`src/rtl/div_seq32_pkg.sv`:
```
// Shared definitions for the sequential RV32M divider: op encodings,
// controller states and the fixed results of the RISC-V special cases.
package div_seq32_pkg;

  // funct3[1:0] of the M-extension divide group
  localparam logic [1:0] OP_DIV  = 2'b00;
  localparam logic [1:0] OP_DIVU = 2'b01;
  localparam logic [1:0] OP_REM  = 2'b10;
  localparam logic [1:0] OP_REMU = 2'b11;

  typedef enum logic [1:0] {
    ST_IDLE = 2'b00,
    ST_CALC = 2'b01,
    ST_FIX  = 2'b10,
    ST_DONE = 2'b11
  } state_e;

  // Quotient for divide-by-zero, and the most negative 32-bit value
  localparam logic [31:0] QUO_ALL_ONES = 32'hFFFF_FFFF;
  localparam logic [31:0] SIGNED_MIN   = 32'h8000_0000;

endpackage

```
`src/rtl/div_seq32_step.sv`:
```
// One restoring division iteration: shift the next dividend bit into the
// partial remainder, trial-subtract the divisor, keep the difference when it
// does not go negative, and shift the outcome bit into the quotient.
module div_step #(
  parameter int N = 32
) (
  input  logic [N:0]   r_in,
  input  logic [N-1:0] q_in,
  input  logic [N-1:0] divisor,
  output logic [N:0]   r_out,
  output logic [N-1:0] q_out
);

  // The partial remainder's top bit is always zero between iterations;
  // carrying it into the subtraction keeps the sign test exact regardless.
  logic [N+1:0] trial;
  logic [N+1:0] diff;

  // Trial subtraction and restore/accept selection
  always_comb begin
    trial = {r_in, q_in[N-1]};
    diff  = trial - {2'b00, divisor};
    if (!diff[N+1]) begin
      r_out = diff[N:0];
      q_out = {q_in[N-2:0], 1'b1};
    end else begin
      r_out = trial[N:0];
      q_out = {q_in[N-2:0], 1'b0};
    end
  end

endmodule

```
`src/rtl/div_seq32.sv`:
```
// Multi-cycle RV32M DIV/DIVU/REM/REMU unit. Operands are reduced to unsigned
// magnitudes at start, one restoring step runs per clock, and the sign is
// reapplied in a single fix-up cycle before the result is presented.
module div_seq32
  import div_seq32_pkg::*;
#(
  parameter int N = 32
) (
  input  logic         clk,
  input  logic         reset,
  input  logic         start,
  input  logic [1:0]   op,
  input  logic [N-1:0] dividend,
  input  logic [N-1:0] divisor,
  output logic         busy,
  output logic         done,
  output logic [N-1:0] result
);

  localparam int           CNT_W    = $clog2(N);
  localparam logic [N-1:0] ALL_ONES = N'(QUO_ALL_ONES);
  localparam logic [N-1:0] SMIN     = N'(SIGNED_MIN);

  state_e             state_q,   state_d;
  logic [CNT_W-1:0]   cnt_q,     cnt_d;
  logic [N:0]         r_q,       r_d;
  logic [N-1:0]       q_q,       q_d;
  logic [N-1:0]       dvs_q,     dvs_d;
  logic [N-1:0]       result_q,  result_d;
  logic               rem_q,     rem_d;
  logic               qneg_q,    qneg_d;
  logic               rneg_q,    rneg_d;
  logic               special_q, special_d;

  logic               signed_op;
  logic [N:0]         r_step;
  logic [N-1:0]       q_step;

  function automatic logic [N-1:0] twos_neg(input logic [N-1:0] x);
    return ~x + N'(1);
  endfunction

  // Unsigned magnitude; the most negative value maps onto itself, which is
  // its correct unsigned magnitude.
  function automatic logic [N-1:0] magnitude(input logic signed [N-1:0] x,
                                             input logic                is_signed);
    return (is_signed && (x < 0)) ? twos_neg(x) : x;
  endfunction

  // Preloaded special-case results are already final and skip the negation.
  function automatic logic [N-1:0] apply_sign(input logic [N-1:0] quo,
                                              input logic [N-1:0] rem,
                                              input logic         sel_rem,
                                              input logic         quo_neg,
                                              input logic         rem_neg,
                                              input logic         special);
    logic [N-1:0] val;
    logic         neg;
    val = sel_rem ? rem : quo;
    neg = !special && (sel_rem ? rem_neg : quo_neg);
    return neg ? twos_neg(val) : val;
  endfunction

  assign signed_op = (op != OP_DIVU) && (op != OP_REMU);

  div_step #(.N(N)) u_step (
    .r_in    (r_q),
    .q_in    (q_q),
    .divisor (dvs_q),
    .r_out   (r_step),
    .q_out   (q_step)
  );

  // Next-state, operand capture, iteration and fix-up logic
  always_comb begin
    state_d   = state_q;
    cnt_d     = cnt_q;
    r_d       = r_q;
    q_d       = q_q;
    dvs_d     = dvs_q;
    result_d  = result_q;
    rem_d     = rem_q;
    qneg_d    = qneg_q;
    rneg_d    = rneg_q;
    special_d = special_q;

    case (state_q)
      ST_IDLE: begin
        if (start) begin
          rem_d     = (op == OP_REM) || (op == OP_REMU);
          qneg_d    = signed_op && (dividend[N-1] ^ divisor[N-1]);
          rneg_d    = signed_op && dividend[N-1];
          cnt_d     = '0;
          r_d       = '0;
          q_d       = magnitude(dividend, signed_op);
          dvs_d     = magnitude(divisor, signed_op);
          special_d = 1'b0;
          state_d   = ST_CALC;
          if (divisor == '0) begin
            special_d = 1'b1;
            q_d       = ALL_ONES;
            r_d       = {1'b0, dividend};
            state_d   = ST_FIX;
          end else if (signed_op && (dividend == SMIN) && (divisor == ALL_ONES)) begin
            special_d = 1'b1;
            q_d       = SMIN;
            r_d       = '0;
            state_d   = ST_FIX;
          end
        end
      end
      // iteration stage: one quotient bit per clock
      ST_CALC: begin
        r_d   = r_step;
        q_d   = q_step;
        cnt_d = cnt_q + CNT_W'(1);
        if (cnt_q == CNT_W'(N - 1)) begin
          state_d = ST_FIX;
        end
      end
      // fix-up stage: select and sign-correct
      ST_FIX: begin
        result_d = apply_sign(q_q, r_q[N-1:0], rem_q, qneg_q, rneg_q, special_q);
        state_d  = ST_DONE;
      end
      ST_DONE: begin
        state_d = ST_IDLE;
      end
      default: begin
        state_d = ST_IDLE;
      end
    endcase
  end

  // State and datapath registers with synchronous reset
  always_ff @(posedge clk) begin
    if (reset) begin
      state_q   <= ST_IDLE;
      cnt_q     <= '0;
      r_q       <= '0;
      q_q       <= '0;
      dvs_q     <= '0;
      result_q  <= '0;
      rem_q     <= 1'b0;
      qneg_q    <= 1'b0;
      rneg_q    <= 1'b0;
      special_q <= 1'b0;
    end else begin
      state_q   <= state_d;
      cnt_q     <= cnt_d;
      r_q       <= r_d;
      q_q       <= q_d;
      dvs_q     <= dvs_d;
      result_q  <= result_d;
      rem_q     <= rem_d;
      qneg_q    <= qneg_d;
      rneg_q    <= rneg_d;
      special_q <= special_d;
    end
  end

  assign busy   = (state_q == ST_CALC) || (state_q == ST_FIX);
  assign done   = (state_q == ST_DONE);
  assign result = result_q;

endmodule

```
`config.mk`:
```
export PLATFORM = sky130hd
export DESIGN_NAME = div_seq32
export DESIGN_NICKNAME = d
export VERILOG_FILES = /design/src/rtl/div_seq32_pkg.sv /design/src/rtl/div_seq32_step.sv /design/src/rtl/div_seq32.sv
export SDC_FILE = /design/constraint.sdc
export NUM_CORES = 1
export LEC_CHECK = 0
export CORE_ASPECT_RATIO = 0.75
export CORE_MARGIN = 4
export CORE_UTILIZATION = 59
export CTS_CLUSTER_DIAMETER = 40
export CTS_CLUSTER_SIZE = 30
export DETAILED_ROUTE_END_ITERATION = 6
export PLACE_DENSITY_LB_ADDON = 0.1
export RECOVER_POWER = 100
export SLEW_MARGIN = 25
export SYNTH_ARGS = -nofsm -noshare
export SYNTH_HDL_FRONTEND = slang
export SYNTH_HIERARCHICAL = 1
export SYNTH_SLANG_ARGS = --single-unit
```
`constraint.sdc`:
```
create_clock -name clk -period 4.4 [get_ports clk]
set_clock_uncertainty 0.2 [all_clocks]
set_input_delay 0.88 -clock clk [delete_from_list [all_inputs] [get_ports clk]]
set_output_delay 0.88 -clock clk [all_outputs]
set_load 0.02 [all_outputs]
```
Word level (Yosys, flattened, before mapping)
Index checks and enable logic that the tools add are counted.
{ "totals": {"inputBits": 69, "output_inout_bits": 34, "word_cells": 73, "regBits": 140} }
{ "classes": {"order_cmp": 2, "mux": 23, "n_eq_ne": 12, "add_sub_neg": 5, "bitwise_logic": 4, "n_reduce_logical": 17} }
{ "op_table": {"columns": ["op", "n"], "rows": [
  ["32-bit two-way mux", 8],
  ["32-bit by 1-bit adder with 32-bit output, second input constant", 3],
  ["32-bit NOT", 3],
  ["33-bit two-way mux", 2],
  ["33-bit one-hot mux with 2 select lines", 1],
  ["32-bit equality test, second input constant", 2],
  ["32-bit by 1-bit < comparator with 1-bit output, second input constant", 2],
  ["32-bit one-hot mux with 2 select lines", 1],
  ["34-bit by 32-bit subtractor with 34-bit output", 1],
  ["32-bit logical NOT", 1],
  ["5-bit one-hot mux with 2 select lines", 1],
  ["2-bit equality test, second input constant", 4],
  ["1-bit logical AND", 8],
  ["2-bit two-way mux", 4],
  ["2-bit one-hot mux with 4 select lines", 1],
  ["2-bit inequality test, second input constant", 3],
  ["2-bit AND reduction", 3],
  ["5-bit by 1-bit adder with 5-bit output, second input constant", 1],
  ["5-bit equality test, second input constant", 1],
  ["5-bit two-way mux", 1],
  ["1-bit two-way mux", 4],
  ["2-bit by 1-bit equality test with 1-bit output, second input constant", 1],
  ["2-bit logical NOT", 1],
  ["1-bit logical OR", 2],
  ["other kinds (4)", 4]
]} }

Longest topological paths before layout
Gate-level depths: netlist of run 1.
{ "logic_depth": {"word_depth": 8, "mapped_depth": 16, "mapped_depth_nobuf": 14} }

Modules after synthesis
The synthesis of run 1 kept the hierarchy.
{ "modules_own_cells": {"columns": ["module", "area_per_inst_um2", "cells_per_inst", "instances"], "rows": [
  ["div_seq32", 8398.1, 1071, 1],
  ["div_step", 2446.1, 337, 1]
]} }

Worst setup path before layout of run 1
No wires, ideal clock.
{ "synth_path": {"kind": "reg-to-reg", "startpoint": "reg rem_q", "endpoint": "reg result_q[30], in the netlist result[30]", "period_less_slack_ps": 3506, "path_buffers": 6, "arrival_ps": 3190, "setup_slack_ps": 894, "setup_time_ps": 116, "path_stages_with_launch": 14, "path_cell_list": "dfxtp_1 > buf_2 > buf_2 > buf_2 > buf_2 > buf_2 > buf_2 > mux2i_1 > ha_1 > o221ai_1 > nor3_1 > nand4_1 > nor4_1 > and3b_1"} }
{ "synth_between": {"elab_chain_len": 4} }
{ "synth_lines": {"columns": ["item", "line", "source"], "rows": [
  ["start: declaration", "div_seq32.sv:30", "logic rem_q, rem_d;"],
  ["start signal: assignment", "div_seq32.sv:155", "rem_q <= rem_d;"],
  ["32-bit two-way mux", "div_seq32.sv:59", "val = sel_rem ? rem : quo;"],
  ["32-bit NOT", "div_seq32.sv:40", "return ~x + N'(1);"],
  ["32-bit by 1-bit adder with 32-bit output", "div_seq32.sv:40", null],
  ["32-bit two-way mux (*)", "div_seq32.sv:61", "return neg ? twos_neg(val) : val;"],
  ["end signal: assignment", "div_seq32.sv:154", "result_q <= result_d;"],
  ["end: declaration", "div_seq32.sv:29", "logic [N-1:0] result_q, result_d;"]
]} }
Mark *: on every way between the ends. The rest lies on a longest branch, timed or not.
A chain may end at the register's enable or synchronous reset.

Final worst setup path of run 1
{ "layout_path": {"startpoint": "in dividend[22]", "endpoint": "reg q_q[0]"} }
{ "layout_between": {"elab_chain_len": 7} }
{ "layout_lines": {"columns": ["item", "line", "source"], "rows": [
  ["start: declaration", "div_seq32.sv:13", "input logic [N-1:0] dividend,"],
  ["32-bit by 1-bit < comparator with 1-bit output or 32-bit equality test (tied branches)", "div_seq32.sv:47, div_seq32.sv:104", null],
  ["1-bit logical AND (on tied branches)", "div_seq32.sv:47, div_seq32.sv:104", null],
  ["32-bit two-way mux or 1-bit logical AND (tied branches)", "div_seq32.sv:47, div_seq32.sv:104", null],
  ["32-bit two-way mux (*)", "div_seq32.sv:104", "end else if (signed_op && (dividend == SMIN) && (divisor == ALL_ONES)) begin"],
  ["32-bit two-way mux (*)", "div_seq32.sv:99", "if (divisor == '0) begin"],
  ["32-bit two-way mux (*)", "div_seq32.sv:89", "if (start) begin"],
  ["32-bit one-hot mux with 2 select lines (*)", "div_seq32.sv:87", "case (state_q)"],
  ["end signal: assignment", "div_seq32.sv:152", "q_q <= q_d;"],
  ["end: declaration", "div_seq32.sv:27", "logic [N-1:0] q_q, q_d;"]
]} }
Mark *: on every way between the ends. The rest lies on a longest branch, timed or not. The select of a mux whose other input is x is not followed.

==> results.yml, run 1 <==
outcome:
  status: "finished clean"
clock_network:
  ctsLongestPathBuffers: 2
  cts_tree: "yes"
  clk_pin_slew_ps: 60
  cts_root_buf: "clkbuf_16"
  cts.repair.resized: 0
  postCtsSetupBuffers: 0
  cts_num_sinks: 140
  insertion_delay_ps: 430
  cts_hold_buf: 0
  h-tree-depth: 4
  numCtsBuffers: 17
route:
  drtAntennaViolNets: 0
  vias: 10660
  drtIter0Drc: 1102
  viasPerCell: 6.298
  wirelength_um: 30730
  detail_route.first_pass.iterations: 5
  drc_errors: 0
  wl_per_cell_um: 18.16
logic_synthesis:
  syn_nets: 1520
  ys_types: 81
  async_reset_ff_share_pct: 0
  synth_flop_cell: "dfxtp_1"
  synth_edf_count: 0
  ys_warn_count: 6
  syn_avg_cell_area_um2: 7.702
  synthCells: 1408
  yosysSeqAreaShare_pct: 25.85
  ys_seq_elements: 140
  syn_area_mm2: 0.01084
timing:
  tns_ps: 0
  max_freq_ghz: 0.2443
  worst_slew_pin_slew_ps: 1336
  hold_viol: 0
  setup_viol: 0
  rsz0062_at_grt: "false"
  fin_crit_ps: 4094
  fin_crit_sh_pct: 93.04
  setup_slack_ps: 306.4
  hold_slack_ps: 246.2
  maxSlewViolCount: 0
  slew_headroom_pct: 10.90
final_layout:
  syn_to_final_growth_pct: 14.32
  utilization_pct: 69.38
  final_layout_size_suffix_gt1_share_pct: 6.345
  layout_common_cells: "nor2_1 (147), dfxtp_1 (139), nand2_1 (129), a21oi_1 (112), o21ai_0 (68)"
  n_fill_cell: 1515
  multi_input_area_mm2: 0.007253
  mostFrequentLayoutCell: "nor2_1"
  seq_area_mm2: 0.002804
  final_nets: 1549
  diodes: 0
  finalInstanceArea_mm2: 0.01240
die:
  core-area_mm2: 0.01787
  io_pins: 103
  die_x_um: 164.5
  die_y_um: 125.4
  initial_core_util_pct: 60.69
  floorplan.die_area_mm2: 0.02064
  num_rows: 42
critical_path:
  crit_slowest_cell: "nor4b_1"
  start_kind: "input port"
  r2r_setup_slack_ps: 410
  crit_arrival_ps: 4170
  crit_fanout: 15
  crit_path_end_kind: "flip-flop"
  path_buf_inv: 2
  crit_top_cell: "or4_4"
  worst_ep_required_time_ps: 4470
  crit_chain: "dlygate4sd3_1, or4_4, or4_4, nor4b_1, nand4_4, clkbuf_2, a21oi_1, nor3_1"
  path_class: "in2reg"
  slowest_delay_ps: 680
  critPathTopFamily: "simple AND/OR/NAND/NOR gates"
grt:
  grt_max_degree: 69
  grt_pass1_wl_um: 50080
  antenna_found_initial: 0
  first_global_vias: 9782
  track_usage_pct: 29.47
  grt_remaining_overflow: 0
placement:
  io_buffers: 102
  place_congestion: 0.9124
  pre_cts_ws_ps: 505.7
  dp_hpwl_um: 22850
  placed_area_mm2: 0.01182
power:
  leakage_nw: 4.739
  swShare_pct: 47.32
  p_switching_mw: 5.136
  p_int_mw: 5.718
  p_comb_share_pct: 65.0
  vdd_drop_max_mv: 1.896
  p_seq_share_pct: 20.8
  p_clk_share_pct: 14.2
  power_density_mw_per_mm2: 875.5
job:
  maxCapViolations: 0
min_path:
  hp-class: "reg2reg"
-- through the flow --
step           total power, mW  std cells
2_1_floorplan            7.798       1408
3_3_place_gp             9.069       1660
3_5_place_dp             9.190       1660
4_1_cts                  10.79       1692
5_1_grt                  11.75       1692
6_report                 10.85       1692
-- kinds of logic after synthesis --
family	share of synthesized area, %
mux	7.142
flops	25.85
fa+ha+maj	5.031
xor+xnor	8.561
compound gates	24.01
simple gates	22.00
buf+inv	7.407
-- flip-flops by register name (all words and copies together) (netlist names) --
register / cells
r_q: 33
dvs_q: 32
q_q: 32
result: 32
cnt_q: 5
state_q: 2
qneg_q: 1
rem_q: 1
rneg_q: 1
special_q: 1
-- metal layers --
metal	vias to the layer above	track usage (%)	part of all wire, %
met5	-	0	0
met2	446	44.83	43
met3	55	5.296	8.5
li1	5159	-	-
met1	4997	42.83	46
met4	0	8.215	2.4
-- final timing paths --
| path | endpoint | start | cells past startpoint |
|---|---|---|---|
| worst min-delay path | result[16] | result[16] | 2 |
| worst max-delay path | q_q[0] | dividend[22] | 8 |
| worst min register to register | result[16] | result[16] | 2 |
| worst max register to register | result[18] | rem_q | 6 |
-- Yosys cell counts (all sizes together), types with 47 or more instances --
master | number | share of area (%)
o21ai | 72 | 3.3
nor3 | 49 | 2.3
a21oi | 112 | 5.2
dfxtp | 140 | 26
a211oi | 65 | 4.6
buf | 55 | 3.4
clkbuf | 66 | 2.3
inv | 50 | 1.7
xnor2 | 64 | 5.2
nand2 | 129 | 4.5
mux2i | 47 | 4.3
nor2 | 148 | 5.1
-- tightest hold or removal path, stage by stage, from the launching register on --
cell and delay, ps:
dfxtp_1 320, nand2_1 40, o21ai_0 60
-- layout make-up --
type / instances / share of cell area, %
Clock buffer: 18 / 3.462
Tap cell: 242 / 2.442
Multi-Input combinational cell: 1097 / 58.51
Inverter: 50 / 1.514
Timing Repair Buffer: 131 / 9.871
Sequential cell: 140 / 22.62
Clock inverter: 14 / 1.585
-- power groups by stage --
stage	Sequential [mW]	Clock, mW	Combinational [mW]
after floorplan	2.11	0	5.69
after global placement	2.25	0	6.81
after detailed placement	2.27	0	6.92
after CTS	2.25	1.55	6.99
after global routing	2.31	1.61	7.83
final	2.26	1.54	7.06
(Power assumes the default switching activity.)
==> run 2: changes to the inputs <==
- GPL_ROUTABILITY_DRIVEN: not set -> 0
- PLACE_DENSITY: not set -> 0.82
- PLACE_DENSITY_LB_ADDON: 0.1 -> not set
==> results.yml, run 2 (synthesis gave the netlist of run 1 again) <==
min_path:
  min_delay_path_depth: 2
  worstHoldEndpoint: "result[23]"
  hold_start: "result[23]"
  hp-class: "reg2reg"
route:
  wirelength_um: 31350
  drc_errors: 0
  wl_per_cell_um: 18.48
  drtAntennaViolNets: 0
  drtIter0Drc: 1334
  viasPerCell: 6.388
  vias: 10830
  detail_route.first_pass.iterations: 5
die:
  initial_core_util_pct: 60.69
  io_pins: 103
  num_rows: 42
  die_y_um: 125.4
  die_x_um: 164.5
  floorplan.die_area_mm2: 0.02064
  core-area_mm2: 0.01787
timing:
  tns_ps: 0
  worst_slew_pin_slew_ps: 2105
  fin_crit_ps: 4138
  maxSlewViolCount: 74
  rsz0062_at_grt: "false"
  hold_viol: 0
  slew_headroom_pct: -40.41
  setup_viol: 0
  max_freq_ghz: 0.2416
  fin_crit_sh_pct: 94.05
grt:
  grt_remaining_overflow: 0
  track_usage_pct: 30.01
  antenna_found_initial: 1
  first_global_vias: 10100
  grt_max_degree: 65
  grt_pass1_wl_um: 51090
placement:
  io_buffers: 102
  dp_cells: 1663
  dp_hpwl_um: 22860
critical_path:
  path_buf_inv: 2
  crit_path_end_kind: "flip-flop"
  crit_arrival_ps: 4230
  critPathTopFamily: "simple AND/OR/NAND/NOR gates"
  worstReg2RegStart: "rem_q"
  slowest_delay_ps: 680
  crit_fanout: 14
  r2r-end: "result[19]"
  start_kind: "input port"
  ff2ff_path_depth: 8
  crit_chain: "dlygate4sd3_1, or4_1, or3_1, nor4_1, nand4_4, clkbuf_2, a21oi_1, nor3_1"
  crit_slowest_cell: "nor4_1"
  r2r_setup_slack_ps: 270
  path_class: "in2reg"
  crit_start: "dividend[9]"
  worst_ep_required_time_ps: 4490
clock_network:
  ctsLongestPathBuffers: 2
  cts_root_buf: "clkbuf_16"
  postCtsSetupBuffers: 0
  cts_tree: "yes"
  insertion_delay_ps: 430
  h-tree-depth: 4
  cts_hold_buf: 0
  clk_pin_slew_ps: 60
  cts.repair.resized: 0
  numCtsBuffers: 17
  cts_num_sinks: 140
final_layout:
  syn_to_final_growth_pct: 14.71
  regMostFlops: "r_q"
  final_nets: 1552
  layout_common_cells: "nor2_1 (147), dfxtp_1 (140), nand2_1 (129), a21oi_1 (112), o21ai_0 (69)"
  final_layout_size_suffix_gt1_share_pct: 6.401
  n_fill_cell: 1457
  seq_area_mm2: 0.002803
  largest_reg_flops: 33
  mostFrequentLayoutCell: "nor2_1"
  multi_input_area_mm2: 0.007237
  instances_no_fill: 1696
job:
  maxCapViolations: 2
power:
  power_density_mw_per_mm2: 887.9
  vdd_drop_max_mv: 0.6990
  leakage_nw: 4.781
outcome:
  status: "complete, but fails checks"
  violations: "capacitance limit, slew limit"
==> run 2: cell count changes in the layout (fill, tap and decap cells not counted), sizes merged <==
cell	before	now
clkdlybuf4s50	63	64
clkinvlp	3	1
clkbuf	26	28
dlygate4sd3	38	37
diode	0	1
clkinv	7	5
buf	22	27
==> run 2: per-layer routing <==
| layer | global-route usage [%] | up-vias | wire, um |
|---|---|---|---|
| li1 | - | 5163 | - |
| met1 | 41.98 | 5071 | 13910 |
| met2 | 46.88 | 525 | 13890 |
| met3 | 4.836 | 75 | 2584 |
| met4 | 10.56 | 0 | 961 |
| met5 | 0 | - | 0 |
==> run 2: worst max path at each step <==
stage | to | slack [ps] | depth (start not counted)
2_1_floorplan | result[30] | 890 | 13
3_3_place_gp | q_q[6] | 480 | 7
3_5_place_dp | q_q[6] | 450 | 7
4_1_cts | r_q[13] | 410 | 13
5_1_grt | result[19] | 20 | 8
6_report | q_q[0] | 260 | 8
==> run 2: cell type report <==
cell class                 count  area share [%]
clock buffer                  22           3.973
clock inverter                10           1.287
multi-input combinational   1097           58.18
sequential                   140           22.53
inverter                      50           1.509
timing repair buffer         134           10.07
antenna                        1         0.02012
tap                          242           2.434
==> run 2: stage by stage <==
step	util [%]	area (um2)	power [mW]	hold WS (ps)	worst slack, ps
after floorplan	-	10840	7.798	231.9	894.0
after global placement	66.26	11840	9.048	241.3	483.0
after detailed placement	66.26	11840	9.215	243.6	446.1
after CTS	69.92	12490	10.94	250.8	408.0
after global routing	69.62	12440	11.85	269.3	19.64
final	69.62	12440	11.04	253.5	261.6
==> run 2: worst min-delay path, cell delays in order (launching register included) <==
cell     delay (ps)
dfxtp_1         320
nand2_1          40
o21ai_0          50
==> run 2: where the power goes <==
| group | internal [mW] | switching [mW] |
|---|---|---|
| registers | 1.71 | 0.511 |
| logic | 3.08 | 4.14 |
| clock network | 1.02 | 0.582 |
| total | 5.81 | 5.23 |
==> run 3: changes to the inputs <==
- CTS_BUF_LIST: not set -> sky130_fd_sc_hd__clkbuf_16
==> results.yml, run 3 (synthesis gave the netlist of run 1 again) <==
power:
  power_density_mw_per_mm2: 882.5
  power_mw: 10.92
  leakage_nw: 4.746
  vdd_drop_max_mv: 0.6943
clock_network:
  cts_root_buf: "clkbuf_16"
  clk_pin_slew_ps: 60
  cts_num_sinks: 140
  insertion_delay_ps: 430
  postCtsSetupBuffers: 0
  cts_hold_buf: 0
  ctsLongestPathBuffers: 2
  h-tree-depth: 4
  cts.repair.resized: 0
  cts_tree: "yes"
  numCtsBuffers: 17
final_layout:
  mostFrequentLayoutCell: "nor2_1"
  finalInstanceArea_mm2: 0.01237
  regMostFlops: "r_q"
  largest_reg_flops: 33
  layout_common_cells: "nor2_1 (147), dfxtp_1 (140), nand2_1 (129), a21oi_1 (112), o21ai_0 (69)"
  diodes: 0
  utilization_pct: 69.24
  syn_to_final_growth_pct: 14.09
  final_layout_size_suffix_gt1_share_pct: 6.125
  n_fill_cell: 1473
  final_nets: 1552
route:
  drtAntennaViolNets: 0
  drtIter0Drc: 1261
  drc_errors: 0
  vias: 10750
  wl_per_cell_um: 18.31
  detail_route.first_pass.iterations: 5
  viasPerCell: 6.343
  wirelength_um: 31040
critical_path:
  start_kind: "flip-flop"
  critPathTopFamily: "simple AND/OR/NAND/NOR gates"
  worstReg2RegStart: "rem_q"
  path_buf_inv: 1
  r2r_setup_slack_ps: 220
  crit_start: "rem_q"
  crit_path_end: "result[18]"
  crit_slowest_cell: "clkbuf_2"
  slowest_delay_ps: 1090
  crit_arrival_ps: 4290
  worst_ep_required_time_ps: 4510
  crit_fanout: 64
  ff2ff_path_depth: 6
  path_class: "reg2reg"
  path_depth: 6
  crit_chain: "clkbuf_2, mux2i_1, or2_0, a21oi_1, and3b_1, a311o_1"
  crit_path_end_kind: "flip-flop"
  r2r-end: "result[18]"
timing:
  fin_crit_sh_pct: 94.98
  hold_viol: 0
  hold_slack_ps: 253.3
  tns_ps: 0
  fin_crit_ps: 4179
  maxSlewViolCount: 74
  max_freq_ghz: 0.2393
  slew_headroom_pct: -51.90
  setup_viol: 0
  worst_slew_pin_slew_ps: 2277
  rsz0062_at_grt: "false"
die:
  io_pins: 103
  die_y_um: 125.4
  die_x_um: 164.5
  initial_core_util_pct: 60.69
  floorplan.die_area_mm2: 0.02064
  num_rows: 42
  core-area_mm2: 0.01787
placement:
  io_buffers: 102
  dp_hpwl_um: 22860
  placed_area_mm2: 0.01184
grt:
  grt_max_degree: 65
  grt_pass1_wl_um: 50590
  grt_remaining_overflow: 0
  first_global_vias: 10080
  track_usage_pct: 29.74
  antenna_found_initial: 1
job:
  maxCapViolations: 2
outcome:
  violations: "capacitance limit, slew limit"
  status: "complete, but fails checks"
min_path:
  hp-class: "reg2reg"
## run 3: routing by layer
metal  wire length, um  global-route usage [%]  vias up
li1                  -                       -     5165
met1             13770                   41.23     5056
met2             13790                   45.92      457
met3              2567                   6.053       72
met4               896                   10.61        2
met5                11                       0        -
## run 3: area by class of cell
type	instances	area [um2]	share of cell area (%)
well taps	242	302.8	2.447
clock inverters	15	178.9	1.446
inverters	50	187.7	1.517
clock buffers	17	425.4	3.439
multi-input cells	1097	7224	58.39
flip-flops and latches	140	2803	22.65
repair buffers	134	1250	10.10
## run 3: worst min path at each step
stage                          start    endpoint  slack (ps)  cells after the start
after CTS                 result[27]  result[27]         250                      2
after detailed placement  result[23]  result[23]         240                      2
after global placement    result[23]  result[23]         240                      2
after floorplan            dvs_q[17]   dvs_q[17]         230                      2
final                      dvs_q[17]   dvs_q[17]         250                      2
after global routing       dvs_q[25]   dvs_q[25]         270                      2
## run 3: metrics by stage
| step | instances | worst slack [ps] |
|---|---|---|
| after floorplan | 1408 | 894.0 |
| after global placement | 1663 | 483.0 |
| after detailed placement | 1663 | 446.1 |
| after CTS | 1695 | 384.8 |
| after global routing | 1695 | 11.98 |
| final | 1695 | 220.8 |
## run 3: where the power goes
group	internal [mW]	total [mW]	switching, mW
Clock	0.936	1.51	0.571
Combinational	3.07	7.19	4.12
Sequential	1.71	2.22	0.506
Total	5.72	10.9	5.20
## run 3: worst register-to-register path: cells and delay by family (launching register included)
family	cells	cell delay (ps)
muxes	1	440
AOI/OAI and AO/OA	2	420
DFF	1	600
buffers and inverters	1	1090
and+or+nand+nor	2	1320
